--- src/rtl/wide_adder_pkg.sv ---
// Shared types for the multi-precision adder sequencer.
// Imported by the sequencer and by anything that decodes its debug state.
package wide_adder_pkg;

    typedef enum logic [1:0] {
        S_IDLE = 2'd0,
        S_ADD  = 2'd1,
        S_DONE = 2'd2
    } state_t;

endpackage

--- src/rtl/adder_n.sv ---
// N-bit adder with carry in/out: the word-level datapath that the sequencer
// steps across a wide operand.
module adder_n #(
    parameter int N = 32
) (
    input  logic [N-1:0] a,
    input  logic [N-1:0] b,
    input  logic         c_in,
    output logic [N-1:0] sum,
    output logic         c_out
);

    logic [N:0] full;

    assign full  = {1'b0, a} + {1'b0, b} + {{N{1'b0}}, c_in};
    assign sum   = full[N-1:0];
    assign c_out = full[N];

endmodule

--- src/rtl/wide_adder_seq.sv ---
// Multi-precision add/subtract: one N-bit adder stepped over WORDS words,
// least-significant first, with the inter-word carry held in a register.
module wide_adder_seq
    import wide_adder_pkg::*;
#(
    parameter int N     = 32,
    parameter int WORDS = 4
) (
    input  logic               clk,
    input  logic               rst,
    // Handshakes: a transfer happens on a rising edge where valid && ready.
    // The requester holds i_valid/operands until i_ready; the result stays
    // on o_valid/sum/c_out, unchanged, until o_ready is seen.
    input  logic               i_valid,
    output logic               i_ready,
    input  logic [N*WORDS-1:0] a,
    input  logic [N*WORDS-1:0] b,
    input  logic               c_in,
    input  logic               sub,
    output logic               o_valid,
    input  logic               o_ready,
    output logic [N*WORDS-1:0] sum,
    output logic               c_out,
    output logic               busy,
    output state_t             dbg_state
);

    localparam int W  = N * WORDS;
    localparam int CW = (WORDS > 1) ? $clog2(WORDS) : 1;
    localparam logic [CW-1:0] LAST = CW'(WORDS - 1);

    state_t        state;
    logic [CW-1:0] k;
    logic [W-1:0]  a_q;
    logic [W-1:0]  b_q;
    logic [W-1:0]  result_q;
    logic          carry_q;
    logic          o_valid_q;
    logic          busy_q;
    logic          ready_q;

    logic [N-1:0]  a_word;
    logic [N-1:0]  b_word;
    logic [N-1:0]  add_sum;
    logic          add_cout;

    always_comb begin
        a_word = '0;
        b_word = '0;
        for (int w = 0; w < WORDS; w++) begin
            if (k == CW'(w)) begin
                a_word = a_q[w*N +: N];
                b_word = b_q[w*N +: N];
            end
        end
    end

    adder_n #(.N(N)) u_adder (
        .a     (a_word),
        .b     (b_word),
        .c_in  (carry_q),
        .sum   (add_sum),
        .c_out (add_cout)
    );

    always_ff @(posedge clk) begin
        if (rst) begin
            state     <= S_IDLE;
            k         <= '0;
            a_q       <= '0;
            b_q       <= '0;
            result_q  <= '0;
            carry_q   <= 1'b0;
            o_valid_q <= 1'b0;
            busy_q    <= 1'b0;
            ready_q   <= 1'b1;
        end else begin
            case (state)
                S_IDLE: begin
                    if (i_valid && ready_q) begin
                        // Subtraction is A + ~B + 1; the final carry is the no-borrow flag.
                        a_q     <= a;
                        b_q     <= sub ? ~b : b;
                        carry_q <= sub ? 1'b1 : c_in;
                        k       <= '0;
                        state   <= S_ADD;
                        busy_q  <= 1'b1;
                        ready_q <= 1'b0;
                    end
                end
                S_ADD: begin
                    for (int w = 0; w < WORDS; w++) begin
                        if (k == CW'(w)) begin
                            result_q[w*N +: N] <= add_sum;
                        end
                    end
                    carry_q <= add_cout;
                    if (k == LAST) begin
                        state     <= S_DONE;
                        o_valid_q <= 1'b1;
                    end else begin
                        k <= k + 1'b1;
                    end
                end
                S_DONE: begin
                    if (o_ready) begin
                        state     <= S_IDLE;
                        o_valid_q <= 1'b0;
                        busy_q    <= 1'b0;
                        ready_q   <= 1'b1;
                        k         <= '0;
                    end
                end
                default: begin
                    state     <= S_IDLE;
                    o_valid_q <= 1'b0;
                    busy_q    <= 1'b0;
                    ready_q   <= 1'b1;
                    k         <= '0;
                end
            endcase
        end
    end

    // Reset gates ready combinationally so it drops in the same cycle rst rises.
    assign i_ready   = ready_q & ~rst;
    assign o_valid   = o_valid_q;
    assign busy      = busy_q;
    assign sum       = result_q;
    assign c_out     = carry_q;
    assign dbg_state = state;

endmodule

--- config.mk ---
export PLATFORM = sky130hd
export DESIGN_NAME = wide_adder_seq
export DESIGN_NICKNAME = d
export VERILOG_FILES = /design/src/rtl/wide_adder_pkg.sv /design/src/rtl/adder_n.sv /design/src/rtl/wide_adder_seq.sv
export SDC_FILE = /design/constraint.sdc
export NUM_CORES = 1
export LEC_CHECK = 0
export ABC_CLOCK_PERIOD_IN_PS = 10000
export CORE_MARGIN = 4
export CORE_UTILIZATION = 56
export CTS_CLUSTER_SIZE = 30
export DETAILED_ROUTE_END_ITERATION = 12
export GPL_TIMING_DRIVEN = 0
export PLACE_DENSITY = 0.88
export SLEW_MARGIN = 20
export SYNTH_ARGS = -nofsm -noshare
export SYNTH_HDL_FRONTEND = slang
export SYNTH_SLANG_ARGS = --single-unit
export TNS_END_PERCENT = 50
--- constraint.sdc ---
create_clock -name clk -period 10 [get_ports clk]
set_input_delay 1 -clock clk [delete_from_list [all_inputs] [get_ports clk]]
set_output_delay 1 -clock clk [all_outputs]
set_load 0.02 [all_outputs]
==> impl_metrics.ini, run 1 <==
[run_status]
status = completed

[logic_synthesis]
synth_seq_cells = 392
syn_area_sq_um = 18880
synth_nets = 2808
synth_area_leader_cell = dfxtp_1
ys_top_cells_by_area = dfxtp_1 (42%), nand2_1 (11%), a21oi_1 (9.9%)
synthMostInstantiatedCell = nand2_1
synth-main-ff-cell = dfxtp_1
async_reset_ff_frac = 0
synth-edff-count = 0
synth_area_per_cell_sq_um = 7.524
yosys_warnings = 0
synth_cell_types = 69
ys_seq_area_frac = 0.4157
synth.top_cells.by_count = nand2_1 (539), dfxtp_1 (392), a21oi_1 (374)
synth_cells = 2509
synth_top_area_share = 0.4157

[timing]
fin_crit_ns = 5.815
setup_violations = 0
grt_setup_unrepaired = false
hold_viol = 0
clock_skew_ns = 0.01864
setup_tns_ns = 0
tightestPinTransition_ns = 1.254
clock.fmax_ghz = 0.1720
maxSlewViolCount = 0
post-route-period-util = 0.5815
maxSlewHeadroom = 0.1580

[floorplanning]
row_count = 66
dieArea_sq_um = 36710
coreArea_sq_um = 32870
die_y_um = 191.6
initial_utilization = 0.5743
pin_count = 396
dieWidth_um = 191.6

[place]
dp_hpwl_um = 59770
place_area_sq_um = 23380
gp_congestion = 0.9950
io_buffers = 394

[finish]
finalInstanceArea_sq_um = 24660
multi_input_area_sq_um = 10200
fin_nets = 3248
seq_area_sq_um = 7848
drive_above_1_share = 0.03229
fill_cells = 2511
area_delta_synth_final_pct = 30.63
diodes = 0

[power]
vdd_drop_max_mv = 0.1578
power_leakage_nw = 8.752
power_density_nw_per_um2 = 166.1
total_power_mw = 4.096

[global_routing]
grt_pass1_vias = 19857
grt.total_usage = 0.3936
grt_max_degree = 14
grt_pass1_wl_um = 111700
antenna_found_initial = 1
overflow = 0

[worst_setup_path]
crit_slowest_cell = a311oi_1
worstPathMaxFanout = 10
end_kind = flop
worstSetupPathType = reg2reg
crit_chain = ha_1, clkbuf_1, clkbuf_1, nor2_1, a21oi_1, nor2_1, a21oi_1, o21ai_0, ha_1, a21oi_1, o21ai_0, a41o_1, a221oi_2, nor3_1, a311oi_1, o21ai_0
cp-start-kind = flop
cpPeakStageDelay_ns = 1.01
cp.arrival_ns = 6.17
cp.required_ns = 10.35

[drt]
vias = 20861
antenna_left = 0
first_pass_iters = 6
via_per_inst = 6.109
wl_per_cell_um = 22.06
drc = 0
drtIter0Drc = 2275
drt-total-wl_um = 75330

[clock_tree]
clk_pin_slew_worst_paths_ns = 0.06
htree_levels = 2
ctsRootBufferMaster = clkbuf_16
cts_max_path_buffers = 3
post_cts_resize_count = 0
cts_tree = done
clock_latency_ns = 0.55
clock-sinks = 392
postCtsSetupBuffers = 0
holdBufCountCts = 0
numCtsBuffers = 42

[job]
max_cap_viol_count = 0

[min_path]
holdCritPathClass = reg2reg
==> placed cells by master (no fill, tap or decap), types with 10 or more instances in the layout <==
master	count
a211oi_1	147
a21o_1	12
a21oi_1	374
and3_1	10
buf_1	23
clkbuf_1	182
clkbuf_16	42
clkdlybuf4s50_1	394
dfxtp_1	392
ha_1	35
inv_1	14
nand2_1	539
nand3_1	47
nor2_1	317
nor3_1	25
o21ai_0	94
xnor2_1	139
==> per-layer routing <==
| metal | part of all wire | GRT usage |
|---|---|---|
| met5 | 0.00019 | 0 |
| met4 | 0.072 | 0.2362 |
| met3 | 0.11 | 0.07434 |
| met2 | 0.45 | 0.6351 |
| met1 | 0.37 | 0.4907 |
==> sequential cells by signal, summed over array words and instances (netlist names) <==
signal,cells
k,2
b_q,128
c_out,1
a_q,128
dbg_state,2
busy,1
ready_q,1
o_valid,1
sum,128
==> worst paths after layout <==
kind / startpoint / endpoint / slack [ns] / cells after the start
max reg2reg: k[0] / sum[63] / 4.19 / 16
min reg2reg: sum[10] / sum[10] / 0.46 / 2
max: k[0] / sum[63] / 4.19 / 16
min: sum[10] / sum[10] / 0.46 / 2
==> kinds of logic (layout without fill, tap and decap cells) <==
logic type               count (synthesis)  in the layout  synth area share
flip-flops                             392            392            0.4157
AND/OR/NAND/NOR                       1002           1002            0.2177
AO/OA/AOI/OAI                          717            717            0.2309
XOR/XNOR                               142            142           0.06588
multiplexers                             1              1         0.0005303
buffers and inverters                  218            682           0.04394
adder cells (fa/ha/maj)                 37             37           0.02532
==> critical path, delay by kind of cell (launching register included) <==
| kind | cells | cell delay (ns) |
|---|---|---|
| DFF | 1 | 0.42 |
| buffers and inverters | 2 | 1.17 |
| and+or+nand+nor | 3 | 0.33 |
| AOI/OAI and AO/OA | 9 | 3.03 |
| adders and majority gates | 2 | 0.66 |
==> final cells by class <==
class | instances | area share
multi-input cells | 1899 | 0.4136
flip-flops and latches | 392 | 0.3182
repair buffers | 396 | 0.1603
clock buffers | 57 | 0.04734
plain buffers | 203 | 0.03136
well taps | 442 | 0.02243
clock inverters | 11 | 0.004364
inverters | 15 | 0.002283
==> per-stage QoR <==
| step | hold WS, ns | instances | setup WS (ns) | util |
|---|---|---|---|---|
| after floorplan | 0.4366 | 2509 | 6.168 | - |
| after global placement | 0.4428 | 3345 | 4.766 | 0.7112 |
| after detailed placement | 0.4467 | 3347 | 4.530 | 0.7115 |
| after CTS | 0.4545 | 3415 | 4.489 | 0.7503 |
| after global routing | 0.4723 | 3415 | 4.176 | 0.7503 |
| final | 0.4563 | 3415 | 4.185 | 0.7503 |
==> power breakdown <==
group          total (mW)  leakage, nW  switching, mW  internal (mW)
Combinational       0.885         4.92          0.558          0.327
Clock                1.48        0.627          0.641          0.842
Sequential           1.73         3.20         0.0630           1.66
Note: power is estimated with default switching activity, not from simulation.
==> run 2: changes to the inputs <==
- ABC_CLOCK_PERIOD_IN_PS: 10000 -> 4800
- CORE_UTILIZATION: 56 -> 47
- PLACE_DENSITY: 0.88 -> 0.78
- clock period: 10 -> 4.8 ns (I/O delays scaled with it)
==> run 2 against run 1 <==
Die area up 18%. Worst hold slack worse by 0.0014 ns. Worst setup slack worse by 4.1 ns. Global-route usage down 7.5 points. Combinational power up 110%. Sequential power up 110%. Register-to-register slack worse by 4.1 ns. Count of clock-buffer cells in the layout up 1. Cell count up 2.6%. Critical path type unchanged. Routed wire length down 2.1%. Maximum frequency up 23%. Clock power up 130%.
==> impl_metrics.ini, run 2 (same netlist as run 1, synthesis figures left out) <==
[drt]
first_pass_iters = 5
drt-total-wl_um = 73740
wl_per_cell_um = 21.04
via_per_inst = 5.699
drc = 0
antenna_left = 0
vias = 19968
drtIter0Drc = 1726

[finish]
drive_above_1_share = 0.04297
final_common_cell = nand2_1
finalInstanceArea_sq_um = 25000
utilization = 0.6291
fill_cells = 3557
fin_nets = 3248
fin_cells = 3504
diodes = 0
layout_common_cells = nand2_1 (539), clkdlybuf4s50_1 (394), dfxtp_1 (392)
area_delta_synth_final_pct = 32.42

[worst_setup_path]
path_common_cell = a21oi_1
worstPathMaxFanout = 10
cp.arrival_ns = 5.12
cp.required_ns = 5.21
crit_slowest_cell = a41o_1
cp-start-kind = flop
cp-startpoint = k[0]
end_kind = flop
crit_chain = ha_1, buf_2, clkbuf_1, nor2_1, a21oi_1, nor2_1, a21oi_1, o21ai_0, ha_1, buf_2, a21oi_1, o21ai_1, a41o_1, a221oi_2, nor3_1, a311oi_2, buf_4, o21ai_0
reg2reg_from = k[0]
cp_num_buf_inv = 4
worstSetupPathType = reg2reg
cpPeakStageDelay_ns = 0.42
critPathTopFamily = compound AO/OA/AOI/OAI gates

[power]
clkPwrFrac = 0.381
sw_frac_of_total = 0.2987
total_power_mw = 8.804
power_leakage_nw = 8.893
switchingPower_mw = 2.629
vdd_drop_max_mv = 0.2342
p_seq_frac = 0.408
internal_power_mw = 6.174
power_density_nw_per_um2 = 352.2
combPwrFrac = 0.211

[floorplanning]
initial_utilization = 0.4751
dieArea_sq_um = 43430
dieWidth_um = 208.4
coreArea_sq_um = 39730
die_y_um = 208.4
pin_count = 396
row_count = 73

[min_path]
holdCritPathClass = reg2reg
hp-start = sum[33]

[place]
dp_hpwl_um = 59730
place_area_sq_um = 23490
gp_congestion = 0.9416
io_buffers = 394
numPlacedInstances = 3430
dp_slack_ns = -0.5349

[global_routing]
grt_pass1_wl_um = 109400
grt_max_degree = 15
antenna_found_initial = 0
overflow = 0
grt_pass1_vias = 19474
grt.total_usage = 0.3188

[timing]
worst_slack_ns = 0.08734
maxSlewViolCount = 0
tightestPinTransition_ns = 1.100
whs_ns = 0.4549
maxSlewHeadroom = 0.2666
fin_crit_ns = 4.713
grt_setup_unrepaired = true
clock.fmax_ghz = 0.2122
setup_violations = 0
hold_viol = 0
setup_tns_ns = 0
post-route-period-util = 0.9818
clock_skew_ns = 0.01334

[clock_tree]
cts_max_path_buffers = 3
clock_latency_ns = 0.55
numCtsBuffers = 41
htree_levels = 2
clk_pin_slew_worst_paths_ns = 0.06
ctsRootBufferMaster = clkbuf_16
cts_tree = done
clock-sinks = 392

[run_status]
status = completed

[job]
max_cap_viol_count = 0
==> run 2: cell count changes in the layout (fill, tap and decap cells not counted), moves of 2 or more <==
cell / before / now
buf_4: 1 / 3
a21oi_1: 374 / 371
a21oi_2: 3 / 6
clkbuf_1: 182 / 166
bufinv_16: 1 / 5
o21ai_1: 9 / 14
clkbuf_2: 0 / 12
o21ai_0: 94 / 89
clkinv_2: 5 / 7
buf_2: 8 / 10
==> run 2: repair_timing <==
action | CTS | global route
hold buffers | 0 | 0
cloned | 0 | 0
endpoints found under the setup margin | 62 | 75
pin swaps | 1 | 1
setup buffers | 1 | 1
gates resized for setup | 8 | 36
==> run 2: tightest hold or removal path, stage by stage, from the launching register on <==
cell,delay (ns)
dfxtp_1,0.31
nand2_1,0.05
a21oi_1,0.05
==> run 2: cell type report <==
type	count	area [sq um]	area share
Inverter	15	56.30	0.002252
Sequential cell	392	7848	0.3139
Clock buffer	58	1202	0.04810
Multi-Input combinational cell	1899	10260	0.4106
Timing Repair Buffer	398	3969	0.1588
Clock inverter	15	210.2	0.008409
Tap cell	525	656.9	0.02628
Buffer	202	790.8	0.03163
==> run 2: routing by layer <==
layer,routed length [um],GRT usage
met1,29280,0.3965
met2,34210,0.5407
met3,6043,0.05006
met4,4202,0.1542
met5,0,0
==> run 2: final timing paths <==
path | to | slack [ns] | depth (start not counted)
worst max-delay path | sum[95] | 0.09 | 18
worst min-delay path | sum[33] | 0.45 | 2
worst max register to register | sum[95] | 0.09 | 18
worst min register to register | sum[33] | 0.45 | 2
==> run 2: power groups by stage <==
| stage | Sequential [mW] | Clock [mW] | Combinational [mW] |
|---|---|---|---|
| floorplan | 3.65 | 0 | 1.00 |
| detailed placement | 3.66 | 0 | 1.79 |
| CTS | 3.59 | 3.35 | 1.81 |
| global placement | 3.65 | 0 | 1.75 |
| finish | 3.59 | 3.36 | 1.86 |
| global route | 3.61 | 3.49 | 1.98 |
==> run 3: changes to the inputs <==
- CORE_UTILIZATION: 47 -> 35
- PLACE_DENSITY: 0.78 -> 0.62
- SLEW_MARGIN: 20 -> 10
==> run 3 against run 2 <==
Final area increased by 1.1%. Sequential share of layout area is 0.33 points lower. Flip-flop and latch count stayed put. Maximum frequency is 3.2% higher. Global-route usage shrank 5.4 points. Highest routed layer unchanged. Worst setup slack improved by 0.14 ns. Worst hold slack worse by 0.022 ns. Via count shrank 1.7%.
==> impl_metrics.ini, run 3 (same netlist as run 1, synthesis figures left out) <==
[run_status]
status = completed

[global_routing]
grt_max_degree = 14
overflow = 0
antenna_found_initial = 0
grt.total_usage = 0.2653
grt_pass1_vias = 19226
grt_pass1_wl_um = 116400

[clock_tree]
cts_max_path_buffers = 3
ctsRootBufferMaster = clkbuf_16
clock_latency_ns = 0.59
cts_tree = done
clock-sinks = 392
clk_pin_slew_worst_paths_ns = 0.06
numCtsBuffers = 44
htree_levels = 2

[timing]
clock.fmax_ghz = 0.2189
maxSlewHeadroom = 0.2265
hold_viol = 0
whs_ns = 0.4326
tightestPinTransition_ns = 1.160
post-route-period-util = 0.9517
maxSlewViolCount = 0
clock_skew_ns = 0.02739
setup_violations = 0
grt_setup_unrepaired = false
fin_crit_ns = 4.568
setup_tns_ns = 0

[drt]
antenna_left = 0
drt-total-wl_um = 79760
via_per_inst = 5.352
drc = 0
vias = 19627
drtIter0Drc = 1439
wl_per_cell_um = 21.75
first_pass_iters = 6

[worst_setup_path]
end_kind = flop
cp-start-kind = flop
cpPeakStageDelay_ns = 0.75
cp.required_ns = 5.30
worstSetupPathType = reg2reg
crit_chain = inv_1, ha_1, buf_2, clkbuf_1, nor2_1, a21oi_1, o21ai_0, ha_1, a21oi_1, nand2b_1, o21ai_2, nand2_1, o311ai_2, nand2_1, a21oi_1
worstPathMaxFanout = 10
path_common_cell = a21oi_1
cp.arrival_ns = 5.07
crit_slowest_cell = o311ai_2

[power]
power_leakage_nw = 8.890
power_density_nw_per_um2 = 352.0
vdd_drop_max_mv = 0.2620

[finish]
fill_cells = 5255
seq_area_sq_um = 7848
final_common_cell = nand2_1
diodes = 0
layout_common_cells = nand2_1 (539), clkdlybuf4s50_1 (394), dfxtp_1 (392)
area_delta_synth_final_pct = 33.83
utilization = 0.4769
multi_input_area_sq_um = 10310
fin_nets = 3249
drive_above_1_share = 0.04666

[floorplanning]
row_count = 84
die_y_um = 240.2
pin_count = 396
initial_utilization = 0.3564
dieArea_sq_um = 57710
dieWidth_um = 240.2
coreArea_sq_um = 52970

[place]
dp_hpwl_um = 65240
io_buffers = 394
gp_congestion = 0.9317

[min_path]
holdCritPathClass = in2reg

[job]
max_cap_viol_count = 0
[run 3: cell types whose count changed in the layout (fill, tap and decap cells not counted), sizes merged]
cell / change
clkinvlp: +3
buf: -4
bufinv: -1
clkinv: -4
clkbuf: +5
inv: +1
[run 3: per-layer routing]
metal  GRT usage  wire (um)  share of wire  vias to the layer above
met5           0          0              0                        -
met4     0.07800       2457          0.031                        0
met3     0.03728       5322          0.067                      128
met2      0.4591      38050           0.48                      795
met1      0.3452      33930           0.43                     9255
li1            -          -              -                     9449
[run 3: path summary, 6_finish.rpt]
check,from,to,slack (ns),cells past startpoint
worst max-delay path,k[0],sum[73],0.23,15
worst min-delay path,a[6],a_q[6],0.43,3
worst max register to register,k[0],sum[73],0.23,15
worst min register to register,a_q[77],a_q[77],0.46,2
[run 3: stage by stage]
stage               setup WS, ns  total power, mW  area [sq um]  std cells
global placement         -0.9041            5.465         23680       3591
finish                    0.2319            8.893         25260       3667
CTS                     0.001485            8.890         25190       3666
global route             0.01568            9.197         25260       3667
floorplan                 0.9676            4.652         18880       2509
detailed placement       -0.8582            5.498         23700       3591
[run 3: worst max-delay path, delay by kind of cell (launching register included)]
family	cells	cell delay, ns
flops	1	0.35
simple gates	4	0.52
fa+ha+maj	2	0.74
buf+inv	3	0.87
compound gates	6	1.97
[run 3: what timing repair did]
| item | CTS | global route |
|---|---|---|
| resized for setup | 24 | 32 |
| hold buffers | 0 | 0 |
| pin swaps | 1 | 4 |
| endpoints found under the setup margin | 89 | 71 |
| buffers inserted | 1 | 1 |
[run 3: area by class of cell]
class                   count  share of cell area
multi-input cells        1899              0.4082
flip-flops and latches    392              0.3106
repair buffers            396              0.1567
clock buffers              61             0.04809
well taps                 688             0.03407
plain buffers             202             0.03180
clock inverters            14            0.008321
inverters                  15            0.002229
[run 3: report_power, final]
| group | total [mW] | internal, mW | switching [mW] | leakage [nW] |
|---|---|---|---|---|
| Clock | 3.42 | 1.99 | 1.43 | 0.682 |
| Combinational | 1.89 | 0.696 | 1.19 | 5.00 |
| Sequential | 3.59 | 3.47 | 0.122 | 3.20 |
